## src/rtl/addsub_pkg.sv

```systemverilog
// Shared definitions for the addsub operand pair aligner.
package addsub_pkg;
  localparam int DEF_WIDTH = 32;

  typedef logic [1:0] state_t;

  localparam state_t PAIR   = 2'd0;
  localparam state_t DROP_A = 2'd1;
  localparam state_t DROP_B = 2'd2;
endpackage

```

## src/rtl/axis_skid2.sv

```systemverilog
// Two-entry AXI-stream skid buffer with a registered ready.
module axis_skid2 #(
  parameter int W = 33
) (
  input  logic         clk,
  input  logic         rst_n,
  input  logic [W-1:0] in_data,
  input  logic         in_valid,
  output logic         in_ready,
  output logic [W-1:0] out_data,
  output logic         out_valid,
  input  logic         out_pop
);
  logic [1:0]   cnt_q, cnt_d, occ;
  logic [W-1:0] mem0_q, mem0_d;
  logic [W-1:0] mem1_q, mem1_d;
  logic         ready_q, ready_d;
  logic         push, pop;

  always_comb begin
    push   = in_valid && ready_q;
    pop    = out_pop && (cnt_q != 2'd0);
    occ    = cnt_q - {1'b0, pop};
    cnt_d  = occ + {1'b0, push};
    mem0_d = pop ? mem1_q : mem0_q;
    mem1_d = mem1_q;
    if (push) begin
      if (occ == 2'd0) mem0_d = in_data;
      else             mem1_d = in_data;
    end
    ready_d = (cnt_d != 2'd2);
  end

  always_ff @(posedge clk) begin
    if (!rst_n) begin
      cnt_q   <= 2'd0;
      ready_q <= 1'b0;
      mem0_q  <= '0;
      mem1_q  <= '0;
    end else begin
      cnt_q   <= cnt_d;
      ready_q <= ready_d;
      mem0_q  <= mem0_d;
      mem1_q  <= mem1_d;
    end
  end

  assign in_ready  = ready_q;
  assign out_data  = mem0_q;
  assign out_valid = (cnt_q != 2'd0);
endmodule

```

## src/rtl/addsub_pair_aligner.sv

```systemverilog
// Lockstep pairing of two sample streams into the addsub core,
// truncating pairs and dropping the long tail on tlast mismatch.
module addsub_pair_aligner
  import addsub_pkg::*;
#(
  parameter int WIDTH   = DEF_WIDTH,
  parameter int COUNT_W = 16
) (
  input  logic               ap_clk,
  input  logic               ap_rst_n,
  input  logic [WIDTH-1:0]   a_i_tdata,
  input  logic               a_i_tlast,
  input  logic               a_i_tvalid,
  output logic               a_i_tready,
  input  logic [WIDTH-1:0]   b_i_tdata,
  input  logic               b_i_tlast,
  input  logic               b_i_tvalid,
  output logic               b_i_tready,
  output logic [WIDTH-1:0]   a_o_tdata,
  output logic               a_o_tlast,
  output logic               a_o_tvalid,
  input  logic               a_o_tready,
  output logic [WIDTH-1:0]   b_o_tdata,
  output logic               b_o_tlast,
  output logic               b_o_tvalid,
  input  logic               b_o_tready,
  output logic               mismatch_stb,
  output logic [COUNT_W-1:0] mismatch_count
);
  logic [WIDTH:0]     a_head, b_head;
  logic               a_hv, b_hv, a_pop, b_pop;
  logic               a_free, b_free, load, mism;
  state_t             state_q, state_d;
  logic               a_full_q, a_full_d, b_full_q, b_full_d;
  logic [WIDTH-1:0]   a_data_q, a_data_d, b_data_q, b_data_d;
  logic               a_last_q, a_last_d, b_last_q, b_last_d;
  logic               stb_q, stb_d;
  logic [COUNT_W-1:0] cnt_q, cnt_d;

  axis_skid2 #(.W(WIDTH+1)) u_skid_a (
    .clk(ap_clk), .rst_n(ap_rst_n),
    .in_data({a_i_tlast, a_i_tdata}), .in_valid(a_i_tvalid),
    .in_ready(a_i_tready),
    .out_data(a_head), .out_valid(a_hv), .out_pop(a_pop)
  );

  axis_skid2 #(.W(WIDTH+1)) u_skid_b (
    .clk(ap_clk), .rst_n(ap_rst_n),
    .in_data({b_i_tlast, b_i_tdata}), .in_valid(b_i_tvalid),
    .in_ready(b_i_tready),
    .out_data(b_head), .out_valid(b_hv), .out_pop(b_pop)
  );

  always_comb begin
    a_free = !a_full_q || a_o_tready;
    b_free = !b_full_q || b_o_tready;
    load   = (state_q == PAIR) && a_hv && b_hv && a_free && b_free;
    a_pop  = load || ((state_q == DROP_A) && a_hv);
    b_pop  = load || ((state_q == DROP_B) && b_hv);
    mism   = load && (a_head[WIDTH] != b_head[WIDTH]);

    a_full_d = load || (a_full_q && !a_o_tready);
    b_full_d = load || (b_full_q && !b_o_tready);
    a_data_d = load ? a_head[WIDTH-1:0] : a_data_q;
    b_data_d = load ? b_head[WIDTH-1:0] : b_data_q;
    // a lone tlast closes both lanes so the core sees one packet
    a_last_d = load ? (a_head[WIDTH] | b_head[WIDTH]) : a_last_q;
    b_last_d = load ? (a_head[WIDTH] | b_head[WIDTH]) : b_last_q;

    stb_d = mism;
    cnt_d = cnt_q;
    if (mism && (cnt_q != '1)) cnt_d = cnt_q + COUNT_W'(1);

    state_d = state_q;
    case (state_q)
      PAIR:
        if (mism) state_d = a_head[WIDTH] ? DROP_B : DROP_A;
      DROP_A:
        if (a_hv && a_head[WIDTH]) state_d = PAIR;
      DROP_B:
        if (b_hv && b_head[WIDTH]) state_d = PAIR;
      default:
        state_d = PAIR;
    endcase
  end

  always_ff @(posedge ap_clk) begin
    if (!ap_rst_n) begin
      state_q  <= PAIR;
      a_full_q <= 1'b0;
      b_full_q <= 1'b0;
      a_data_q <= '0;
      b_data_q <= '0;
      a_last_q <= 1'b0;
      b_last_q <= 1'b0;
      stb_q    <= 1'b0;
      cnt_q    <= '0;
    end else begin
      state_q  <= state_d;
      a_full_q <= a_full_d;
      b_full_q <= b_full_d;
      a_data_q <= a_data_d;
      b_data_q <= b_data_d;
      a_last_q <= a_last_d;
      b_last_q <= b_last_d;
      stb_q    <= stb_d;
      cnt_q    <= cnt_d;
    end
  end

  assign a_o_tdata      = a_data_q;
  assign a_o_tlast      = a_last_q;
  assign a_o_tvalid     = a_full_q;
  assign b_o_tdata      = b_data_q;
  assign b_o_tlast      = b_last_q;
  assign b_o_tvalid     = b_full_q;
  assign mismatch_stb   = stb_q;
  assign mismatch_count = cnt_q;
endmodule

```

## config.mk

```make
export PLATFORM = sky130hd
export DESIGN_NAME = addsub_pair_aligner
export DESIGN_NICKNAME = d
export VERILOG_FILES = /design/src/rtl/addsub_pkg.sv /design/src/rtl/axis_skid2.sv /design/src/rtl/addsub_pair_aligner.sv
export SDC_FILE = /design/constraint.sdc
export NUM_CORES = 1
export LEC_CHECK = 0
export CAP_MARGIN = 20
export CORE_UTILIZATION = 53
export DETAILED_ROUTE_END_ITERATION = 10
export PLACE_DENSITY = 0.85
export REMOVE_ABC_BUFFERS = 1
export SLEW_MARGIN = 10
export SYNTH_ARGS = -nofsm -noshare
export SYNTH_HDL_FRONTEND = slang
export SYNTH_HIERARCHICAL = 1
export SYNTH_SLANG_ARGS = --single-unit
```

## constraint.sdc

```tcl
create_clock -name ap_clk -period 3.5 [get_ports ap_clk]
set_input_delay 0.7 -clock ap_clk [delete_from_list [all_inputs] [get_ports ap_clk]]
set_output_delay 0.7 -clock ap_clk [all_outputs]
set_load 0.02 [all_outputs]
```

### After elaboration in Yosys (flattened, before gate mapping)

Cells that the tools add are included.

| storage, ports and cells | value |
|---|---|
| word-level logic and storage cells | 78 |
| flip-flop bits (word level) | 224 |

| operators by class | value |
|---|---|
| reduce and logical (&&, ||, !) cells | 34 |
| equality and inequality tests | 9 |
| add/subtract/negate cells | 5 |
| bitwise operators | 3 |
| multiplexer cells | 11 |

Operators by type and width:

| kind | count |
|---|---|
| 2-to-1 mux 33 bit | 6 |
| adder 16 x 1 -> 16 bit, second input constant | 1 |
| logical AND 1 bit | 16 |
| != test 16 bit, second input constant | 1 |
| 2-to-1 mux 2 bit | 4 |
| zero test 2 bit | 3 |
| logical OR 1 bit | 6 |
| != test 2 bit, second input constant | 3 |
| one-hot mux 2 bit (3 select lines) | 1 |
| adder 2 x 1 -> 2 bit | 2 |
| zero test 1 bit | 4 |
| != test 2 x 1 -> 1 bit, second input constant | 2 |
| AND reduction 2 bit | 2 |
| nonzero test 2 bit | 2 |
| subtractor 2 x 1 -> 2 bit | 2 |
| AND reduction 3 bit | 1 |
| equality test 2 x 1 -> 1 bit, second input constant | 1 |
| equality test 2 bit, second input constant | 1 |
| inverter 1 bit | 2 |
| != test 1 bit | 1 |
| OR 1 bit | 1 |

### Logic depth before layout (Yosys ltp)

| depth | value |
|---|---|
| depth in word-level cells | 11 |
| mapped depth | 15 |
| mapped depth without buffers | 12 |

### Hierarchy

The synthesis kept the hierarchy.

By module, submodules not included:

| module | times used | cells an instance | seq. area each (µm²) | area an instance (µm²) |
|---|---|---|---|---|
| axis_skid2 | 2 | 350 | 1381.3 | 2852.7 |
| addsub_pair_aligner | 1 | 411 | 1721.7 | 3387.0 |

### Worst setup path after synthesis

No wires, ideal clock.

| timing path | value |
|---|---|
| kind | input-to-reg |
| from | input a_o_tready |
| to | register u_skid_a.ready_q, in the netlist u_skid_a/in_ready |
| data required time | 3.385 ns |
| arrival | 2.941 ns |
| stages on the path | 14 |
| setup slack | 0.445 ns |
| cells stage by stage | or2b_2 > nand3_1 > buf_2 > buf_2 > nand2_1 > o21ai_2 > inv_2 > buf_2 > ha_1 > inv_1 > ha_1 > xor2_1 > xnor2_1 > o21a_1 |

| between the ends | value |
|---|---|
| cells in the longest elaborated chain, start to end | 8 |

Ends and longest elaborated chain:

| what | RTL line | source |
|---|---|---|
| from (decl) | addsub_pair_aligner.sv:22 | `input logic a_o_tready,` |
| logical OR 1 bit | addsub_pair_aligner.sv:55 | `a_free = !a_full_q \|\| a_o_tready;` |
| logical AND 1 bit (2 in series) | addsub_pair_aligner.sv:57 | `load = (state_q == PAIR) && a_hv && b_hv && a_free && b_free;` |
| logical OR 1 bit | addsub_pair_aligner.sv:58 | `a_pop = load \|\| ((state_q == DROP_A) && a_hv);` |
| net a_pop | addsub_pair_aligner.sv:31 | `logic a_hv, b_hv, a_pop, b_pop;` |
| logical AND 1 bit | axis_skid2.sv:22 | `pop = out_pop && (cnt_q != 2'd0);` |
| subtractor 2 x 1 -> 2 bit | axis_skid2.sv:23 | `occ = cnt_q - {1'b0, pop};` |
| adder 2 x 1 -> 2 bit | axis_skid2.sv:24 | `cnt_d = occ + {1'b0, push};` |
| != test 2 bit | axis_skid2.sv:31 | `ready_d = (cnt_d != 2'd2);` |
| to (signal assigned) | axis_skid2.sv:42 | `ready_q <= ready_d;` |
| to (decl) | axis_skid2.sv:17 | `logic ready_q, ready_d;` |

The timed path passes the listed nets, and every way through them passes these cells.
A chain may end at the register's enable or synchronous reset.

### Worst setup path after layout

| timing path | value |
|---|---|
| from | register u_skid_b.cnt_q[1] |
| to | register u_skid_b.mem1_q[22] |

| between the ends | value |
|---|---|
| cells in the longest elaborated chain, start to end | 10 |
| elaborated cells on any way between the ends | 11 |
| classes of those cells | 1 x add/sub; 1 x bitwise; 9 x reduce/logical |

Ends and longest elaborated chain:

| what | RTL line | source |
|---|---|---|
| from (decl) | axis_skid2.sv:14 | `logic [1:0] cnt_q, cnt_d, occ;` |
| from (signal assigned) | axis_skid2.sv:41 | `cnt_q <= cnt_d;` |
| nonzero test 2 bit * | axis_skid2.sv:50 | `assign out_valid = (cnt_q != 2'd0);` |
| net b_hv | addsub_pair_aligner.sv:31 |  |
| logical AND 1 bit (3 in series) | addsub_pair_aligner.sv:57 |  |
| logical OR 1 bit * | addsub_pair_aligner.sv:59 | `b_pop = load \|\| ((state_q == DROP_B) && b_hv);` |
| net b_pop | addsub_pair_aligner.sv:31 |  |
| logical AND 1 bit * | axis_skid2.sv:22 |  |
| subtractor 2 x 1 -> 2 bit * | axis_skid2.sv:23 |  |
| zero test 2 bit * | axis_skid2.sv:28 | `if (occ == 2'd0) mem0_d = in_data;` |
| inverter 1 bit (no line) * | n/a |  |
| AND reduction 2 bit (no line) * | n/a |  |
| to (signal assigned) | axis_skid2.sv:44 | `mem1_q <= mem1_d;` |
| to (decl) | axis_skid2.sv:16 | `logic [W-1:0] mem1_q, mem1_d;` |

The timed path passes the listed nets; every way through them passes the cells marked *.

==> out/qor.yml <==
syn_area_sq_um: 9090
worst-path-buf-inv: 1
track_usage_pct: 26.3
finalClockSkew_ps: 7.81
gr-usage-met2_pct: 43.9
nets: 1298
grt_setup_unrepaired: "no"
synth_area_leader_cell: "dfxtp_1"
synth_top_area_share_pct: 49.3
totalWireLength_microns: 23800
fp.dieW_microns: 133
max-vdd-ir-drop_v: 0.000313
yosysUniqueCellTypes: 49
cp_slowest_cell: "and2b_2"
worst-setup-path-type: "reg -> reg"
routedWlPerCell_microns: 16.4
finalHoldViolCount: 0
rows: 47
gr-max-usage-layer: "met2"
postCtsHoldBufs: 0
synth-edff-count: 0
end_kind: "flop"
worst-slew-pin-transition_ps: 837
gr-usage-met3_pct: 3.33
worst-endpoint-arrival_ps: 3220
fin_crit_sh_pct: 80.1
yosysSeqAreaShare_pct: 49.3
setup_viol: 0
fmax_mhz: 357
dpl-instance-area_sq_um: 10700
grt_antenna_before_repair: 0
ant_nets: 0
n_fill_cell: 1311
slowest_delay_ps: 560
cts_tree: "built"
synth_warnings: 6
dp_hpwl_microns: 14000
syn_avg_cell_area_sq_um: 8.18
required_ps: 3910
cts_setup_buffers: 0
grt_max_degree: 80
synthCells: 1111
path_max_fanout: 33
layout_min_cycle_time_ps: 2800
grt_pass1_wl_microns: 38400
drt_iter0_markers: 796
critPathLaunchType: "flop"
p_leak_nw: 3.78
syn_to_final_growth_pct: 26.1
place_inst: 1415
ys_ff_latch: 224
htree_levels: 1
grt_overflow: 0
io-pin-count: 159
drtPass1Iterations: 5
start_util_pct: 54.6
antenna_cells: 0
drive_gt1_share_pct: 6.15
cts_buffers: 23
grt_pass1_vias: 7800
synth_area_leaders: "dfxtp_1 (49%), nand2_1 (11%), o21ai_0 (7.3%)"
post_cts_resized: 0
drv_slew: 0
viasPerCell: 5.87
clkLatencyLatePin_ps: 500
power_w: 0.00599
status: "finished clean"
path_delay_family: "simple AND/OR/NAND/NOR gates"
drc: 0
clockBufferDepth: 3
hold_ws_ps: 452
clk_pin_slew_ps: 60
dieArea_sq_um: 17700
core_sq_um: 16600
hold_class: "reg -> reg"
async_reset_ff_share_pct: 0
portBuffers: 158
route.vias.total: 8546
synth-main-ff-cell: "dfxtp_1"
power_density_nw_per_um2: 523
cts_root_buffer: "clkbuf_16"
grt_util_met1_pct: 33.8
drv_cap: 0
gp_congestion: 0.795
final_area_sq_um: 11500
slew_headroom_pct: 44.1
finalNonFillerCells: 1455
die_height_microns: 133
critical_path.cell_chain: "or2_2, and4bb_2, nand3_2, nand2_1, o21ai_2, inv_2, ha_1, and2b_2, o21ai_0, a21boi_0"
clock_sinks: 224
worst paths after layout:
check / from / end / slack (ps) / cells after the start
hold / removal: u_skid_a/out_data[18] / a_o_tdata[18] / 450 / 2
setup / recovery: u_skid_b/cnt_q[1] / u_skid_b/mem1_q[22] / 700 / 10
setup reg to reg: u_skid_b/cnt_q[1] / u_skid_b/mem1_q[22] / 700 / 10
hold reg to reg: u_skid_a/out_data[18] / a_o_tdata[18] / 450 / 2
worst min-delay path: stages, from the launching register on:
cell and delay [ps]:
dfxtp_1 310, nand2_1 50, a21oi_1 50
layer usage:
| layer | part of all wire, % | routed length, microns |
|---|---|---|
| met4 | 3.2 | 763 |
| met2 | 49 | 11600 |
| met1 | 42 | 9940 |
| met3 | 6.2 | 1490 |
| met5 | 0 | 0 |
through the flow:
step / utilization, % / setup slack [ps] / setup TNS (ps)
2_1_floorplan: - / -2030 / -205430
3_3_place_gp: 64.2 / 505 / 0
3_5_place_dp: 64.2 / 382 / 0
4_1_cts: 68.9 / 732 / 0
5_1_grt: 68.9 / 561 / 0
6_report: 68.9 / 696 / 0
report_power, final:
part | internal, W | switching [W]
sequential | 0.00269 | 0.0000746
clock | 0.00154 | 0.000973
combinational | 0.000260 | 0.000456
registers in the layout, indices dropped and copies added, names as in the netlist, 2 cells and up:
| name | flops |
|---|---|
| u_skid_b/out_data | 33 |
| a_o_tdata | 32 |
| b_o_tdata | 32 |
| u_skid_a/out_data | 33 |
| mismatch_count | 16 |
| u_skid_a/cnt_q | 2 |
| u_skid_b/mem1_q | 33 |
| state_q | 2 |
| u_skid_a/mem1_q | 33 |
| u_skid_b/cnt_q | 2 |
Yosys cell counts (4+ instances only):
cell type,instances
inv_1,7
a31oi_1,66
nand3_1,72
dfxtp_1,224
nand2_1,277
ha_1,6
buf_6,4
mux2i_1,6
or4_1,5
clkbuf_1,41
a21boi_0,52
nor4_2,5
o21ai_0,133
buf_2,43
o31ai_1,6
nand2b_1,8
buf_4,5
nand4_1,7
nor2_1,4
a21boi_1,14
a21oi_1,75
logic make-up after synthesis:
group,count (synthesis),synth area share [%]
and+or+nand+nor,407,20.3
muxes,6,0.661
adders and majority gates,6,0.826
xor gates and xnor gates,4,0.385
AOI/OAI and AO/OA,359,23.0
buffers and inverters,105,5.46
DFF,224,49.3
area by class of cell:
class / count / area, sq um / share of cell area, %
clock buffers: 36 / 714 / 6.23
clock inverters: 4 / 70.1 / 0.611
inverters: 12 / 45.0 / 0.393
multi-input cells: 782 / 4120 / 35.9
flip-flops and latches: 224 / 4480 / 39.1
well taps: 220 / 275 / 2.40
repair buffers: 177 / 1760 / 15.3
cells in the final DEF (no fill, tap or decap), types with 6 or more instances in the layout:
| cell type | n |
|---|---|
| a31oi_1 | 66 |
| a21boi_0 | 52 |
| ha_1 | 6 |
| dfxtp_1 | 224 |
| nand2b_1 | 8 |
| inv_1 | 7 |
| clkbuf_8 | 9 |
| nand2_1 | 277 |
| nand3_1 | 71 |
| o21ai_0 | 133 |
| a21boi_1 | 14 |
| a21oi_1 | 75 |
| clkdlybuf4s50_1 | 157 |
| nand4_1 | 7 |
| clkbuf_16 | 23 |
| mux2i_1 | 6 |
| buf_4 | 17 |
| o31ai_1 | 6 |
Note: power is estimated with default switching activity, not from simulation.
